## src/rtl/fminmax_reduce_if.sv

```systemverilog
// -----------------------------------------------------------------------------
// fminmax_reduce_if
//
// Purpose: groups the element stream and result stream of fminmax_reduce into
// one bundle. The element side and the result side each use a valid/ready
// handshake.
//
// Signals (W = 1+EXP_W+MAN_W, IDX_W = $clog2(MAX_LEN)):
//   in_valid   producer -> unit   element valid
//   in_ready   unit -> producer   unit accepts element
//   in_data    producer -> unit   element {sign, exp, man}
//   in_last    producer -> unit   element closes the vector
//   mode       producer -> unit   0 = min, 1 = max (first element only)
//   out_valid  unit -> consumer   result valid
//   out_ready  consumer -> unit   consumer accepts result
//   out_data   unit -> consumer   selected element
//   out_index  unit -> consumer   0-based position of selected element
//   out_nan    unit -> consumer   every element of the vector was NaN
//   out_trunc  unit -> consumer   vector cut at MAX_LEN without in_last
//
// Modports: master = producer/consumer side, slave = reduction unit.
// -----------------------------------------------------------------------------
interface fminmax_reduce_if #(
    parameter int EXP_W   = 8,
    parameter int MAN_W   = 23,
    parameter int MAX_LEN = 16
);
    localparam int W     = 1 + EXP_W + MAN_W;
    localparam int IDX_W = $clog2(MAX_LEN);

    logic             in_valid;
    logic             in_ready;
    logic [W-1:0]     in_data;
    logic             in_last;
    logic             mode;
    logic             out_valid;
    logic             out_ready;
    logic [W-1:0]     out_data;
    logic [IDX_W-1:0] out_index;
    logic             out_nan;
    logic             out_trunc;

    modport master (
        output in_valid, in_data, in_last, mode, out_ready,
        input  in_ready, out_valid, out_data, out_index, out_nan, out_trunc
    );

    modport slave (
        input  in_valid, in_data, in_last, mode, out_ready,
        output in_ready, out_valid, out_data, out_index, out_nan, out_trunc
    );
endinterface

```

## src/rtl/fminmax_reduce.sv

```systemverilog
// -----------------------------------------------------------------------------
// fminmax_reduce
//
// Purpose: streaming floating-point min/max reduction. Elements of a vector
// arrive one per cycle. The unit keeps a running best element and its index.
// When the vector closes, it presents the winning element, its index and
// status flags, and holds them until the consumer takes them.
//
// Parameters:
//   EXP_W    exponent field width
//   MAN_W    mantissa field width (element width W = 1+EXP_W+MAN_W)
//   MAX_LEN  maximum elements per vector (>= 2)
//
// Ports:
//   clk   rising-edge clock
//   rst   synchronous active-high reset
//   bus   fminmax_reduce_if.slave (element stream in, result stream out)
//
// Ordering: NaNs never win. A NaN accumulator is always replaced by a non-NaN
// element. Non-NaN values are compared through a monotonic unsigned key, so
// -0 < +0 and subnormals/infinities order naturally. Ties keep the earlier
// index. An all-NaN vector reports the canonical quiet NaN at index 0.
// -----------------------------------------------------------------------------
module fminmax_reduce #(
    parameter int EXP_W   = 8,
    parameter int MAN_W   = 23,
    parameter int MAX_LEN = 16
) (
    input  logic             clk,
    input  logic             rst,
    fminmax_reduce_if.slave  bus
);
    localparam int W     = 1 + EXP_W + MAN_W;
    localparam int IDX_W = $clog2(MAX_LEN);
    // The count must be able to reach MAX_LEN itself, so it is one bit wider
    // than the index when MAX_LEN is a power of two.
    localparam int CNT_W = $clog2(MAX_LEN + 1);

    localparam logic [W-1:0]     QNAN    = {1'b0, {EXP_W{1'b1}}, 1'b1, {(MAN_W-1){1'b0}}};
    localparam logic [CNT_W-1:0] CNT_MAX = CNT_W'(MAX_LEN);

    typedef enum logic [1:0] {
        S_IDLE,
        S_ACC,
        S_DONE
    } state_t;

    // -------------------------------------------------------------------------
    // Helper functions
    // -------------------------------------------------------------------------
    function automatic logic f_is_nan(input logic [W-1:0] x);
        return (&x[W-2:MAN_W]) && (|x[MAN_W-1:0]);
    endfunction

    // Map sign-magnitude to an unsigned key that orders like the real value:
    // negatives are bit-inverted, and positives get the MSB set so they sit
    // above every negative.
    function automatic logic [W-1:0] f_key(input logic [W-1:0] x);
        return x[W-1] ? ~x : {1'b1, x[W-2:0]};
    endfunction

    // -------------------------------------------------------------------------
    // State and storage
    // -------------------------------------------------------------------------
    state_t             r_state;
    state_t             w_state_nxt;

    logic               r_mode;
    logic [CNT_W-1:0]   r_cnt;
    logic [W-1:0]       r_acc;
    logic [IDX_W-1:0]   r_idx;
    logic               r_acc_nan;

    logic [W-1:0]       r_out_data;
    logic [IDX_W-1:0]   r_out_index;
    logic               r_out_nan;
    logic               r_out_trunc;

    logic               w_in_ready;
    logic               w_out_valid;
    logic               w_take;
    logic               w_elem_nan;
    logic [W-1:0]       w_key_elem;
    logic [W-1:0]       w_key_acc;
    logic               w_better;
    logic               w_close;

    logic [W-1:0]       w_acc_nxt;
    logic [IDX_W-1:0]   w_idx_nxt;
    logic               w_nan_nxt;
    logic [CNT_W-1:0]   w_cnt_nxt;

    // -------------------------------------------------------------------------
    // Handshake
    // -------------------------------------------------------------------------
    // in_ready depends only on state and rst. It is low in DONE so that the
    // result drains before the next vector's first element is accepted.
    assign w_in_ready  = !rst && (r_state != S_DONE);
    assign w_out_valid = (r_state == S_DONE);
    assign w_take      = bus.in_valid && w_in_ready;

    assign bus.in_ready  = w_in_ready;
    assign bus.out_valid = w_out_valid;
    assign bus.out_data  = r_out_data;
    assign bus.out_index = r_out_index;
    assign bus.out_nan   = r_out_nan;
    assign bus.out_trunc = r_out_trunc;

    // -------------------------------------------------------------------------
    // Compare element against accumulator
    // -------------------------------------------------------------------------
    assign w_elem_nan = f_is_nan(bus.in_data);
    assign w_key_elem = f_key(bus.in_data);
    assign w_key_acc  = f_key(r_acc);

    always_comb begin
        w_better = 1'b0;
        if (w_elem_nan) begin
            w_better = 1'b0;
        end else if (r_acc_nan) begin
            w_better = 1'b1;
        end else if (r_mode) begin
            w_better = (w_key_elem > w_key_acc);
        end else begin
            w_better = (w_key_elem < w_key_acc);
        end
    end

    // Next accumulator contents, assuming the element is accepted this cycle.
    always_comb begin
        w_acc_nxt = r_acc;
        w_idx_nxt = r_idx;
        w_nan_nxt = r_acc_nan;
        w_cnt_nxt = r_cnt;
        if (r_state == S_IDLE) begin
            w_acc_nxt = bus.in_data;
            w_idx_nxt = '0;
            w_nan_nxt = w_elem_nan;
            w_cnt_nxt = CNT_W'(1);
        end else begin
            if (w_better) begin
                w_acc_nxt = bus.in_data;
                w_idx_nxt = r_cnt[IDX_W-1:0];
                w_nan_nxt = 1'b0;
            end
            w_cnt_nxt = r_cnt + CNT_W'(1);
        end
    end

    assign w_close = w_take && (bus.in_last || (w_cnt_nxt == CNT_MAX));

    // -------------------------------------------------------------------------
    // FSM
    // -------------------------------------------------------------------------
    always_comb begin
        w_state_nxt = r_state;
        case (r_state)
            S_IDLE, S_ACC: begin
                if (w_take) begin
                    w_state_nxt = w_close ? S_DONE : S_ACC;
                end
            end
            S_DONE: begin
                if (bus.out_ready) begin
                    w_state_nxt = S_IDLE;
                end
            end
            default: w_state_nxt = S_IDLE;
        endcase
    end

    always_ff @(posedge clk) begin
        if (rst) begin
            r_state <= S_IDLE;
        end else begin
            r_state <= w_state_nxt;
        end
    end

    // -------------------------------------------------------------------------
    // Control registers: mode, element count, result registers
    // -------------------------------------------------------------------------
    always_ff @(posedge clk) begin
        if (rst) begin
            r_mode      <= 1'b0;
            r_cnt       <= '0;
            r_out_data  <= '0;
            r_out_index <= '0;
            r_out_nan   <= 1'b0;
            r_out_trunc <= 1'b0;
        end else begin
            if (w_take) begin
                if (r_state == S_IDLE) begin
                    r_mode <= bus.mode;
                end
                r_cnt <= w_close ? '0 : w_cnt_nxt;
            end
            if (w_close) begin
                r_out_data  <= w_nan_nxt ? QNAN : w_acc_nxt;
                r_out_index <= w_nan_nxt ? '0 : w_idx_nxt;
                r_out_nan   <= w_nan_nxt;
                r_out_trunc <= !bus.in_last;
            end
        end
    end

    // -------------------------------------------------------------------------
    // Accumulator datapath (reloaded by every first element, so no reset)
    // -------------------------------------------------------------------------
    always_ff @(posedge clk) begin
        if (w_take) begin
            r_acc     <= w_acc_nxt;
            r_idx     <= w_idx_nxt;
            r_acc_nan <= w_nan_nxt;
        end
    end
endmodule

```

## src/flat_wrapper.sv

```systemverilog
// flat-port wrapper written by rule: the top's interface ports become plain ports
module fminmax_reduce_flat 
#(
    parameter int EXP_W   = 8,
    parameter int MAN_W   = 23,
    parameter int MAX_LEN = 16
)
  (clk, rst, bus_in_valid, bus_in_data, bus_in_last, bus_mode, bus_out_ready, bus_in_ready, bus_out_valid, bus_out_data, bus_out_index, bus_out_nan, bus_out_trunc);
  fminmax_reduce_if #(.EXP_W(EXP_W), .MAN_W(MAN_W), .MAX_LEN(MAX_LEN)) bus_i ();
  input  logic clk;
  input  logic rst;
  input wire logic [$bits(bus_i.in_valid)-1:0] bus_in_valid;
  input wire logic [$bits(bus_i.in_data)-1:0] bus_in_data;
  input wire logic [$bits(bus_i.in_last)-1:0] bus_in_last;
  input wire logic [$bits(bus_i.mode)-1:0] bus_mode;
  input wire logic [$bits(bus_i.out_ready)-1:0] bus_out_ready;
  output wire logic [$bits(bus_i.in_ready)-1:0] bus_in_ready;
  output wire logic [$bits(bus_i.out_valid)-1:0] bus_out_valid;
  output wire logic [$bits(bus_i.out_data)-1:0] bus_out_data;
  output wire logic [$bits(bus_i.out_index)-1:0] bus_out_index;
  output wire logic [$bits(bus_i.out_nan)-1:0] bus_out_nan;
  output wire logic [$bits(bus_i.out_trunc)-1:0] bus_out_trunc;
  assign bus_i.in_valid = bus_in_valid;
  assign bus_i.in_data = bus_in_data;
  assign bus_i.in_last = bus_in_last;
  assign bus_i.mode = bus_mode;
  assign bus_i.out_ready = bus_out_ready;
  assign bus_in_ready = bus_i.in_ready;
  assign bus_out_valid = bus_i.out_valid;
  assign bus_out_data = bus_i.out_data;
  assign bus_out_index = bus_i.out_index;
  assign bus_out_nan = bus_i.out_nan;
  assign bus_out_trunc = bus_i.out_trunc;
  fminmax_reduce #(.EXP_W(EXP_W), .MAN_W(MAN_W), .MAX_LEN(MAX_LEN)) u_core (.clk(clk), .rst(rst), .bus(bus_i));
endmodule
```

## config.mk

```make
export PLATFORM = sky130hd
export DESIGN_NAME = fminmax_reduce_flat
export DESIGN_NICKNAME = d
export VERILOG_FILES = /design/src/rtl/fminmax_reduce_if.sv /design/src/rtl/fminmax_reduce.sv /design/src/flat_wrapper.sv
export SDC_FILE = /design/constraint.sdc
export NUM_CORES = 1
export LEC_CHECK = 0
export BUFFER_PORTS_ARGS = -buffer_cell sky130_fd_sc_hd__buf_4
export CAP_MARGIN = 10
export CORE_MARGIN = 3
export CORE_UTILIZATION = 55
export DETAILED_ROUTE_END_ITERATION = 8
export PLACE_DENSITY = 0.77
export REMOVE_ABC_BUFFERS = 1
export SLEW_MARGIN = 20
export SYNTH_ARGS = -nofsm -noshare
export SYNTH_HDL_FRONTEND = slang
export SYNTH_SLANG_ARGS = --single-unit
```

## constraint.sdc

```tcl
create_clock -name clk -period 4.85 [get_ports clk]
set_clock_uncertainty 0.05 [all_clocks]
set_input_delay 0.2425 -clock clk [delete_from_list [all_inputs] [get_ports clk]]
set_output_delay 0.2425 -clock clk [all_outputs]
set_load 0.01 [all_outputs]
```

======== Yosys cells after proc, flatten, opt, wreduce, memory -nomap -nowiden ========
Cells that the tools add are included.
operators by class
  bitwise logic cells ..................... 2
  order comparisons ....................... 2
  reduce and logical (&&, ||, !) cells .... 13
  add/subtract/negate cells ............... 1
  muxes and demuxes ....................... 19
  equal/unequal tests ..................... 6
operators by type and width
  operator                                               number
  2-to-1 mux 32 bit                                      5
  NOT 32 bit                                             2
  > comparator 32 bit                                    1
  < comparator 32 bit                                    1
  OR reduction 23 bit                                    1
  2-to-1 mux 4 bit                                       3
  2-to-1 mux 5 bit                                       2
  AND reduction 8 bit                                    1
  2-to-1 mux 2 bit                                       3
  adder 5 x 1 -> 5 bit, second input constant            1
  equality test 5 bit, second input constant             1
  2-to-1 mux 1 bit                                       5
  logical AND 1 bit                                      4
  inequality test 2 bit, second input constant           2
  case mux 2 bit (2 select lines)                        1
  AND reduction 2 bit                                    2
  equality test 2 x 1 -> 1 bit, second input constant    1
  equality test 2 bit, second input constant             1
  zero test 1 bit                                        2
  zero test 2 bit                                        1
  inequality test 2 x 1 -> 1 bit, second input constant  1
  OR reduction 2 bit                                     1
  logical OR 1 bit                                       1
storage, ports and cells
  register bits after elaboration ......... 83
  input port bits ......................... 38
  word-level logic and storage cells ...... 53
  output and inout port bits .............. 40

======== Depth between registers and ports, before layout ========
  depth after elaboration ................. 9
  depth in mapped cells ................... 13
  gate-level depth less buffers ........... 9

======== Least setup slack after synthesis ========
Ideal clock, no wire load.
  kind .................................... reg-to-reg
  start ................................... reg u_core.r_acc[31]
  end ..................................... reg u_core.r_acc[12] (data pin)
  arrival ................................. 3.217 ns
  required time ........................... 4.540 ns
  buffers on the path ..................... 3
  period minus slack after synthesis ...... 3.527 ns
  slack ................................... 1.323 ns
  library setup time ...................... 0.260 ns
  cell stages (with the launch flop) ...... 13
  cell sequence ........................... edfxtp_1 clkbuf_1 buf_1 xnor2_1 ha_1 a21oi_1 nand2_1 a221oi_1 a31oi_2 o41a_2 nand3_2 buf_4 mux2_2
between the ends
  longest elaborated chain between the ends .. 8
  elaborated cells between the ends (all ways) .. 9
  classes of those cells .................. order compare: 2; mux: 6; bitwise: 1
RTL lines
  what                                                        RTL line                                      RTL
  start: declaration                                          fminmax_reduce.sv:70                          logic [W-1:0] r_acc;
  start signal: assignment                                    fminmax_reduce.sv:212                         r_acc <= w_acc_nxt;
  NOT 32 bit                                                  fminmax_reduce.sv:59                          return x[W-1] ? ~x : {1'b1, x[W-2:0]};
  2-to-1 mux 32 bit *                                         fminmax_reduce.sv:59
  < comparator 32 bit or > comparator 32 bit (tied branches)  fminmax_reduce.sv:125, fminmax_reduce.sv:123
  2-to-1 mux 1 bit *                                          fminmax_reduce.sv:122                         end else if (r_mode) begin
  2-to-1 mux 1 bit *                                          fminmax_reduce.sv:120                         end else if (r_acc_nan) begin
  2-to-1 mux 1 bit *                                          fminmax_reduce.sv:118                         if (w_elem_nan) begin
  2-to-1 mux 32 bit *                                         fminmax_reduce.sv:141                         if (w_better) begin
  2-to-1 mux 32 bit *                                         fminmax_reduce.sv:135                         if (r_state == S_IDLE) begin
  net u_core.w_acc_nxt[12]                                    fminmax_reduce.sv:88                          logic [W-1:0] w_acc_nxt;
Mark *: on every way through the listed nets, which the timed path passes. The rest lies on a longest branch.
A chain may end at the register's enable or synchronous reset.

======== Worst setup path after layout ========
  start ................................... reg u_core.r_acc[31]
  end ..................................... reg u_core.r_acc[20] (data pin)
The elaborated chain is that of the path after synthesis.

==> run metrics <==
DR WL/cell 18.0 microns; Post-Syn Instances 595; row cnt 35; outcome finished clean; detailed-route DRC error count 0; sequential fraction of the synthesis area 37.0%; final instance area 6320 sq um; Post CTS Setup Buffer Count 0; CTS tree built; CP endpoint kind flip-flop; antenna viol nets, final 0; Synth cell types 53; vias in the first global route 4820; total track usage 25.4%; Post-Route Setup TNS 0 ns; clock group share of total power 28.1%; Pre-Repair DR Iteration Count 5; Reg area 2030 sq um; f_max 0.264 GHz; H-tree levels 3; Psw 0.548 mW; worst min path class input port to flip-flop; first-pass GRT wire length 23400 microns; crit path DAT 3.85 ns; Top Ports 78; Die Ht 106 microns; Clock Path Buffers 2; area occupied by multi-input gates 3250 sq um; detail-routed via count per cell 6.22; switching share of total power 31.7%; busiest grt layer met2; sequential share of power 46.8%; EDFF count, synth 37; final wirelength 14000 microns; initial antenna violation count 0; share of layout cells above drive strength 1 21.6%; worst-path cell chain buf_4 -> xnor2_1 -> ha_1 -> nand4_1 -> nor4_1 -> o21ai_1 -> a31oi_2 -> o41a_2 -> nand3_2 -> mux2_1; cts repair resizes 0; routability cong. 0.905; met1 usage 32.5%; First DRT Iteration DRCs 310; FFs w/ async S/R, synth 0%; final hold viol count 0; Post-DP HPWL 9320 microns; area grow syn2layout 15.0%; measured slew at the worst slew-check pin 0.932 ns; TritonCTS buffer count 9; Final setup viols 0; Mapped Area 5500 sq um; Final Max Tran Viols 0; CP Class flip-flop to flip-flop; Worst Path Required 4.92 ns; Internal 1.18 mW; peak fanout along the critical path 23; RSZ-0062 raised after global routing false; core footprint 9460 sq um; ys flop type dfxtp_1; clock root buffer clkbuf_8; Worst-Skew Late Latency 0.36 ns; Post-Place Cells 762; Critical Path Slowest Stage Cell nor4_1; max incr delay on CP 0.51 ns; leakage 2.56 nW; Ant. Diodes 0; cts hold-fix bufs 0; clk sinks 83; fill cell count 800; number of max-cap violations 0; crit path time final 3.78 ns; slew margin rel. 37.6%; largest net degree at the start of global routing 62; Peak VDD IR 0.000181 V; total number of vias 4843; CP startpoint kind flip-flop; Die X-Extent 106 microns; Hold WS 0.0360 ns; full die area 11200 sq um; Finished Layout Cells 778; syn avg cell area 9.24 sq um; #FFs+latches synth 83; Clock transition at path regs 0.09 ns; Nets 715; met2 Resource Use GR 43.4%; Initial Utilization 58.1%; grt met3 use 4.98%; grt ovf 0; PortBufs 77; placed standard-cell area 6140 sq um; Yosys warning count 0; combinational power share 25.2%; pwr dens 273 nW/um^2; final period utilization 78.0%
==> layout make-up <==
class / count / share of cell area [%]
multi-input cells: 455 / 51.3
clock inverters: 5 / 0.416
flip-flops and latches: 83 / 32.1
repair buffers: 89 / 10.8
clock buffers: 11 / 2.41
well taps: 129 / 2.55
inverters: 6 / 0.356
==> flip-flops by register name, indices dropped and copies added (netlist names) <==
register,count
u_core.r_acc_nan,1
u_core.r_idx,4
u_core.r_cnt,5
u_core.bus.out_data,32
u_core.r_acc,32
u_core.r_mode,1
u_core.bus.out_nan,1
u_core.bus.out_trunc,1
u_core.r_state,2
u_core.bus.out_index,4
==> power groups by stage <==
stage | Sequential (mW) | Clock, mW | Combinational [mW]
after floorplan | 0.833 | 0 | 0.240
after global placement | 0.821 | 0 | 0.409
final | 0.807 | 0.484 | 0.434
after detailed placement | 0.822 | 0 | 0.430
after global routing | 0.812 | 0.516 | 0.481
after CTS | 0.807 | 0.488 | 0.434
==> worst max-delay path, delay by kind of cell, from the launching register on <==
family                     cells  cell delay [ns]
DFF                            1             0.40
and+or+nand+nor                3             1.12
adders and majority gates      1             0.33
muxes                          1             0.51
xor gates and xnor gates       1             0.17
AOI/OAI and AO/OA              3             0.68
buffers and inverters          1             0.26
==> per-layer routing <==
metal	vias to the layer above	part of all wire, %
li1	2321	-
met1	2356	44
met2	148	49
met3	18	5.2
met4	0	1.3
met5	-	0
==> cell usage after synthesis, types with 3 or more instances <==
master     n  area share [%]
xnor2_1   32             5.1
nor3_1     4            0.36
nand2_1   28             1.9
a311oi_1   7             1.1
nor4_1     8            0.91
or4_1      3            0.41
dfxtp_1   46              17
inv_1      5            0.34
ha_1      33             7.5
o211ai_1   6            0.82
and2_1    24             2.7
a32oi_1   23             3.7
nand3_1   64             5.8
buf_1      7            0.48
o31ai_1    9             1.2
a31oi_1    3            0.34
nand4_1   18             2.0
nor2_1    25             1.7
o21ai_0   35             3.2
edfxtp_1  37              20
a21oi_1   23             2.1
mux2_2    22             4.5
and3_1    27             3.1
buf_2      4            0.36
xor2_1    32             5.1
clkbuf_1  37             2.5
==> cells in the final DEF (no fill, tap or decap), drive strengths merged, types with 2 or more instances in the layout <==
cell,count
o211a,2
o21ai,37
ha,33
dfxtp,46
clkbuf,11
xor2,32
xnor2,32
nand3,65
o211ai,6
and3,27
a32oi,23
or2,2
nor3,5
a211oi,2
a31oi,4
edfxtp,37
nand2,28
mux2,23
nor2,25
buf,89
nand4,18
a311oi,9
nor4,8
inv,7
a21oi,23
clkinv,4
nor2b,2
and2,24
o31ai,9
or4,3
==> per-stage QoR <==
stage / power, mW / worst slack [ns] / utilization (%)
CTS: 1.73 / 1.11 / 66.8
global route: 1.81 / 0.773 / 66.8
finish: 1.73 / 1.07 / 66.8
global placement: 1.23 / 1.27 / 64.9
floorplan: 1.07 / -0.697 / -
detailed placement: 1.25 / 1.08 / 64.9
==> path summary, 6_finish.rpt <==
check	from	endpoint	slack [ns]	depth (start not counted)
max	u_core.r_acc[31]	u_core.r_acc[20]	1.07	10
min	bus_in_last	u_core.bus.out_trunc	0.04	2
max reg2reg	u_core.r_acc[31]	u_core.r_acc[20]	1.07	10
min reg2reg	u_core.bus.out_data[21]	u_core.bus.out_data[21]	0.44	2
==> cells by family (layout without fill, tap and decap cells) <==
logic type,count (synthesis),count (layout),share of synthesized area (%)
mux,24,24,4.90
flops,83,83,37.0
buf+inv,57,111,4.26
fa+ha+maj,33,33,7.51
compound gates,122,122,15.6
xor+xnor,64,64,10.2
simple gates,212,212,20.5
(Power assumes the default switching activity.)
